### src/rtl/gpio_mon_pkg.sv
// gpio_mon_pkg: shared types for the GPIO test-completion monitor.
// Imported by gpio_mon_filter and gpio_test_monitor.
package gpio_mon_pkg;

   typedef enum logic [2:0] {
      IDLE,
      RUN,
      PASS,
      FAIL,
      TOUT
   } mon_state_e;

   // Channel index width wide enough for the largest (8-channel) build
   localparam int NCH_MAX = 8;
   localparam int CH_W    = $clog2(NCH_MAX) + 1;

endpackage

### src/rtl/gpio_mon_filter.sv
// gpio_mon_filter: per-channel debounce; a value is accepted after
// STABLE_CYC equal registered samples, with a one-cycle change pulse.
module gpio_mon_filter
   import gpio_mon_pkg::*;
#(
   parameter int W          = 32,
   parameter int STABLE_CYC = 4
) (
   input  logic         i_clk,
   input  logic         i_rst_n,
   input  logic [W-1:0] i_raw,
   output logic [W-1:0] o_filt,
   output logic         o_changed
);

   localparam int SC_W = $clog2(STABLE_CYC + 1);
   localparam logic [SC_W-1:0] SC_MAX = SC_W'(STABLE_CYC);

   logic [W-1:0]    r_samp;
   logic [W-1:0]    r_filt;
   logic [SC_W-1:0] r_cnt;
   logic            r_chg;

   always_ff @(posedge i_clk or negedge i_rst_n) begin
      if (!i_rst_n) begin
         r_samp <= '0;
         r_filt <= '0;
         r_cnt  <= '0;
         r_chg  <= 1'b0;
      end else begin
         r_samp <= i_raw;
         if (i_raw != r_samp)
            r_cnt <= SC_W'(1);
         else if (r_cnt != SC_MAX)
            r_cnt <= r_cnt + SC_W'(1);
         r_chg <= 1'b0;
         if (r_cnt == SC_MAX && r_samp != r_filt) begin
            r_filt <= r_samp;
            r_chg  <= 1'b1;
         end
      end
   end

   assign o_filt    = r_filt;
   assign o_changed = r_chg;

endmodule

### src/rtl/gpio_test_monitor.sv
// gpio_test_monitor: debounced PASS/FAIL/TIMEOUT verdict from GPIO words.
// Optional change-log FIFO enabled by defining GPIO_MON_LOG_EN.
module gpio_test_monitor
   import gpio_mon_pkg::*;
#(
   parameter int          NCH         = 2,
   parameter int          W           = 32,
   parameter logic [31:0] PASS_CODE   = 32'h600D_600D,
   parameter logic [31:0] FAIL_CODE   = 32'hBAD0_BAD0,
   parameter int          STABLE_CYC  = 4,
   parameter int          TIMEOUT_CYC = 100000,
   parameter int          CNT_W       = 32,
   parameter int          LOG_DEPTH   = 8
) (
   input  logic                   clk,
   input  logic                   rst,
   input  logic                   en,
   input  logic [NCH*W-1:0]       gpio_i,
   output logic [NCH-1:0]         changed,
   output logic                   done,
   output logic                   pass,
   output logic                   fail,
   output logic                   timeout,
   output logic [$clog2(NCH):0]   fail_ch,
   output logic [CNT_W-1:0]       cycles,
   input  logic                   log_pop,
   output logic                   log_valid,
   output logic [$clog2(NCH):0]   log_ch,
   output logic [W-1:0]           log_data,
   output logic [CNT_W-1:0]       log_time,
   output logic                   log_ovf
);

   localparam int CW = $clog2(NCH) + 1;
   localparam logic [W-1:0] P_CODE = W'(PASS_CODE);
   localparam logic [W-1:0] F_CODE = W'(FAIL_CODE);
   localparam logic [CNT_W-1:0] TO_LAST = CNT_W'(TIMEOUT_CYC - 1);

   logic [W-1:0]    w_filt [NCH];
   logic [NCH-1:0]  w_chg;

   for (genvar c = 0; c < NCH; c++) begin : g_ch
      gpio_mon_filter #(
         .W          (W),
         .STABLE_CYC (STABLE_CYC)
      ) u_filt (
         .i_clk     (clk),
         .i_rst_n   (rst),
         .i_raw     (gpio_i[c*W +: W]),
         .o_filt    (w_filt[c]),
         .o_changed (w_chg[c])
      );
   end

   assign changed = w_chg;

   logic            w_any_fail;
   logic            w_all_pass;
   logic [CH_W-1:0] w_fail_idx;

   // Descending scan leaves the lowest failing index
   always_comb begin
      w_any_fail = 1'b0;
      w_all_pass = 1'b1;
      w_fail_idx = '0;
      for (int c = NCH - 1; c >= 0; c--) begin
         if (w_filt[c] == F_CODE) begin
            w_any_fail = 1'b1;
            w_fail_idx = CH_W'(c);
         end
         if (w_filt[c] != P_CODE)
            w_all_pass = 1'b0;
      end
   end

   mon_state_e       r_state;
   mon_state_e       w_next;
   logic [CNT_W-1:0] r_cycles;
   logic [CW-1:0]    r_fail_ch;

   always_ff @(posedge clk or negedge rst) begin
      if (!rst) r_state <= IDLE;
      else      r_state <= w_next;
   end

   always_comb begin
      w_next = r_state;
      if (!en) begin
         w_next = IDLE;
      end else begin
         case (r_state)
            IDLE: w_next = RUN;
            RUN: begin
               if (w_any_fail)
                  w_next = FAIL;
               else if (w_all_pass)
                  w_next = PASS;
               else if (r_cycles == TO_LAST)
                  w_next = TOUT;
            end
            default: w_next = r_state;
         endcase
      end
   end

   always_ff @(posedge clk or negedge rst) begin
      if (!rst) begin
         r_cycles  <= '0;
         r_fail_ch <= '0;
      end else if (!en) begin
         r_cycles  <= '0;
         r_fail_ch <= '0;
      end else if (r_state == RUN) begin
         if (r_cycles != '1)
            r_cycles <= r_cycles + CNT_W'(1);
         if (w_next == FAIL)
            r_fail_ch <= CW'(w_fail_idx);
      end
   end

   assign pass    = (r_state == PASS);
   assign fail    = (r_state == FAIL);
   assign timeout = (r_state == TOUT);
   assign done    = pass | fail | timeout;
   assign fail_ch = r_fail_ch;
   assign cycles  = r_cycles;

`ifdef GPIO_MON_LOG_EN
   localparam int AW = $clog2(LOG_DEPTH);

   typedef struct packed {
      logic [CW-1:0]    ch;
      logic [W-1:0]     data;
      logic [CNT_W-1:0] tm;
   } log_ent_t;

   log_ent_t     r_mem [LOG_DEPTH];
   logic [AW:0]  r_wp;
   logic [AW:0]  r_rp;
   logic         r_ovf;
   log_ent_t     w_ent;
   log_ent_t     w_head;
   logic         w_req;
   logic         w_multi;
   logic         w_empty;
   logic         w_full;
   logic         w_pop;
   logic         w_push;

   always_comb begin
      w_ent    = '0;
      w_ent.tm = r_cycles;
      for (int c = NCH - 1; c >= 0; c--) begin
         if (w_chg[c]) begin
            w_ent.ch   = CW'(c);
            w_ent.data = w_filt[c];
         end
      end
      w_req   = (|w_chg) && (r_state != IDLE);
      w_multi = w_req && ((w_chg & (w_chg - NCH'(1))) != '0);
   end

   assign w_empty = (r_wp == r_rp);
   assign w_full  = (r_wp[AW] != r_rp[AW]) &&
                    (r_wp[AW-1:0] == r_rp[AW-1:0]);
   assign w_pop   = log_pop && !w_empty;
   // A pop frees the slot this push needs
   assign w_push  = w_req && (!w_full || w_pop);

   always_ff @(posedge clk or negedge rst) begin
      if (!rst) begin
         r_wp  <= '0;
         r_rp  <= '0;
         r_ovf <= 1'b0;
      end else if (!en) begin
         r_wp  <= '0;
         r_rp  <= '0;
         r_ovf <= 1'b0;
      end else begin
         if (w_push)
            r_wp <= r_wp + (AW+1)'(1);
         if (w_pop)
            r_rp <= r_rp + (AW+1)'(1);
         if ((w_req && !w_push) || w_multi)
            r_ovf <= 1'b1;
      end
   end

   always_ff @(posedge clk) begin
      if (en && w_push)
         r_mem[r_wp[AW-1:0]] <= w_ent;
   end

   assign w_head    = r_mem[r_rp[AW-1:0]];
   assign log_valid = !w_empty;
   assign log_ch    = w_head.ch;
   assign log_data  = w_head.data;
   assign log_time  = w_head.tm;
   assign log_ovf   = r_ovf;
`else
   logic w_unused_pop;
   assign w_unused_pop = log_pop;
   assign log_valid    = 1'b0;
   assign log_ch       = '0;
   assign log_data     = '0;
   assign log_time     = '0;
   assign log_ovf      = 1'b0;
`endif

endmodule

### config.mk
export PLATFORM = sky130hd
export DESIGN_NAME = gpio_test_monitor
export DESIGN_NICKNAME = d
export VERILOG_FILES = /design/src/rtl/gpio_mon_pkg.sv /design/src/rtl/gpio_mon_filter.sv /design/src/rtl/gpio_test_monitor.sv
export SDC_FILE = /design/constraint.sdc
export NUM_CORES = 1
export LEC_CHECK = 0
export CAP_MARGIN = 10
export CORE_UTILIZATION = 45
export DETAILED_ROUTE_END_ITERATION = 7
export GPL_TIMING_DRIVEN = 0
export PLACE_DENSITY = 0.71
export SLEW_MARGIN = 20
export SYNTH_ARGS = -nofsm -noshare
export SYNTH_HDL_FRONTEND = slang
export SYNTH_SLANG_ARGS = --single-unit
### constraint.sdc
create_clock -name clk -period 3.6 [get_ports clk]
set_input_delay 1.08 -clock clk [delete_from_list [all_inputs] [get_ports clk]]
set_output_delay 1.08 -clock clk [all_outputs]
set_load 0.01 [all_outputs]
==> flow_summary.toml <==
[synthesis]
ys_warn_count = 0
synth-seq-cells = 172
synth_top_area_share = 0.492
synth.area.top_cells = "dfrtp_1, xnor2_1, mux2_2"
synth_xor_area_frac = 0.144
syn_area_sq_um = 8750
synth_top_area_cell = "dfrtp_1"
muxShareOfSynthArea = 0.0858
yosys.area_share.simple = 0.150
synth_seq_area_share = 0.492
synthAdderAreaFrac = 0.00715
synth_top_family_by_area = "simple AND/OR/NAND/NOR gates"
synth_compound_area_frac = 0.0405
synthCells = 753
synth_cell_types = 56
avgSynthCellArea_sq_um = 11.6

[worst_setup_path]
start_kind = "register"
cp_cell_sequence = "inv_1 -> and3_1 -> nand2b_1 -> clkdlybuf4s50_1"
max_stage_delay_ps = 530
crit_arrival_ps = 1780
critPathMaxFanout = 5
cp-end-kind = "output port"
required_ps = 2520
setup.worst_path.class = "reg -> out"
critical-path-slowest-cell = "clkdlybuf4s50_1"

[grt]
grt_pass1_wl_mm = 30.5
grt_use_met2 = 0.318
grt_overflow = 0
grt_pass1_vias = 5707
grt.met3_usage = 0.0334
grtUsageTotal = 0.198
antenna_found_initial = 0
grt_use_met1 = 0.277
grt_max_degree = 63
top_usage_layer = "met2"

[cells_and_area]
layout_common_cells = "dfrtp_1, xnor2_1, clkdlybuf4s50_1, buf_4, conb_1"
nFillCells = 1641
drive_gt1_frac = 0.217
area_delta_synth_final_pct = 26.1
n_antenna_cell = 0
nets = 1020
layout_commonest_cell = "dfrtp_1"

[worst_hold_path]
hold_class = "reg -> reg"

[timing]
min_period_over_period = 0.793
final_hold_viol_count = 0
timing.hold.ws_ps = 547
worstMarginPinSlew_ps = 715
fin_tns_setup_ps = 0
maxClockFrequency_mhz = 350
drv_slew = 0
finClkSkew_ps = 6.95
slew_headroom = 0.519
min_period_ps = 2860
rsz0062_at_grt = "no"
setup_viol = 0

[place]
place_congestion = 0.837
post-dp-hpwl_mm = 14.2
io_buffers = 105

[die]
placementRows = 50
initial_core_util = 0.463
dieArea_sq_um = 20000
die_h_microns = 141
ioPinCount = 176
fp.dieW_microns = 141
core_area_sq_um = 18900

[cts]
clk_pin_slew_ps = 70
cts_resized = 0
root_buffer = "clkbuf_16"
clockBufferDepth = 2
cts_tree = "built"
cts_hold_buf = 0
htreeDepth = 4
postCtsSetupBuffers = 0
numCtsBuffers = 17
insertion_delay_ps = 430
cts_num_sinks = 172

[power]
p_per_area_nw_per_um2 = 386
p_leak_uw = 0.00467
ir_drop_v = 0.000329

[flow_run]
cap_violations = 0

[drt]
drt-initial-drc-count = 372
drtAntennaViolNets = 0
totalWireLength_mm = 18.8
vias_per_cell = 4.95
first_pass_iters = 4
vias = 6045
wl_per_cell_microns = 15.4
drc = 0

[outcome]
status = "completed"
cell type report:
type / instances / area [sq um] / area share
Clock buffer: 17 / 425 / 0.0386
Buffer: 88 / 652 / 0.0591
Tap cell: 260 / 325 / 0.0295
Timing Repair Buffer: 107 / 1110 / 0.101
Multi-Input combinational cell: 548 / 4000 / 0.363
Inverter: 13 / 48.8 / 0.00443
Clock inverter: 15 / 163 / 0.0148
Sequential cell: 172 / 4300 / 0.390
report_power, final:
part	leakage [uW]	internal [uW]	switching (uW)
clock	0.000287	1040	808
combinational	0.00215	211	174
sequential	0.00224	1970	55.8
worst paths after layout:
path,from,endpoint,slack [ps],depth (start not counted)
worst max register to register,g_ch[0].u_filt.o_filt[24]$_DFFE_PN0P_,g_ch[0].u_filt.o_filt[21]$_DFFE_PN0P_,1250,6
worst min-delay path,g_ch[1].u_filt.o_filt[29]$_DFFE_PN0P_,g_ch[1].u_filt.o_filt[29]$_DFFE_PN0P_,550,1
min in group asynchronous,rst,g_ch[0].u_filt.r_samp[21]$_DFF_PN0_,570,1
worst max-delay path,r_state[0]$_DFF_PN0_,done,740,4
max in group asynchronous,rst,cycles[3]$_DFFE_PN0P_,2370,2
worst min register to register,g_ch[1].u_filt.o_filt[29]$_DFFE_PN0P_,g_ch[1].u_filt.o_filt[29]$_DFFE_PN0P_,550,1
stage by stage:
step / setup WS (ps) / total power, uW / util / instances / instance area, sq um
finish: 745 / 4260 / 0.584 / 1220 / 11000
global route: 669 / 4420 / 0.584 / 1220 / 11000
CTS: 722 / 4300 / 0.584 / 1220 / 11000
detailed placement: 342 / 2450 / 0.553 / 1188 / 10400
global placement: -5800 / 2440 / 0.549 / 1186 / 10400
floorplan: 1240 / 2260 / - / 821 / 9000
critical path, delay by kind of cell (launching register included):
| kind | cells | cell delay [ps] |
|---|---|---|
| buffers and inverters | 2 | 640 |
| DFF | 1 | 420 |
| and+or+nand+nor | 2 | 300 |
sequential cells by signal (all words and copies together), names as in the netlist:
register,cells
cycles,32
r_state,3
fail_ch,1
g_ch.u_filt.o_filt,64
g_ch.u_filt.r_samp,64
g_ch.u_filt.r_cnt,6
g_ch.u_filt.o_changed,2
metal layers:
layer / part of all wire / vias up / wire length, microns
met3: 0.043 / 21 / 815
met1: 0.47 / 2942 / 8750
met4: 0.013 / 0 / 240
li1: - / 2916 / -
met5: 0 / - / 0
met2: 0.48 / 166 / 8950
cell usage after synthesis (all sizes together):
cell type  count
o2111ai        3
or4b           1
nor2          30
and2           1
nor4          22
a211oi         4
and4           5
nand4b         5
o2111a         1
and4b          4
and3           8
or3b           1
o221a          1
nand3         20
nor3          12
buf           83
nand2         29
a21oi         18
o211ai         1
mux2i          3
nor4bb         4
a31o           1
nor4b          6
conb           1
o311ai         1
xor2           2
or4           10
clkbuf         5
o21ai         10
mux2          64
ha             5
o21a           1
nand2b         7
o41ai          1
dfrtp        172
nand4         43
or2            1
inv           12
clkinv         1
o31ai          7
xnor2        142
or3            5
kinds of logic (layout without fill, tap and decap cells):
kind of cell	Yosys count	in the layout
AOI/OAI and AO/OA	49	49
xor gates and xnor gates	144	144
adders and majority gates	5	5
buffers and inverters	101	240
DFF	172	172
muxes	67	67
other	1	69
and+or+nand+nor	214	214
No activity file was read; power rests on OpenSTA's default activity.
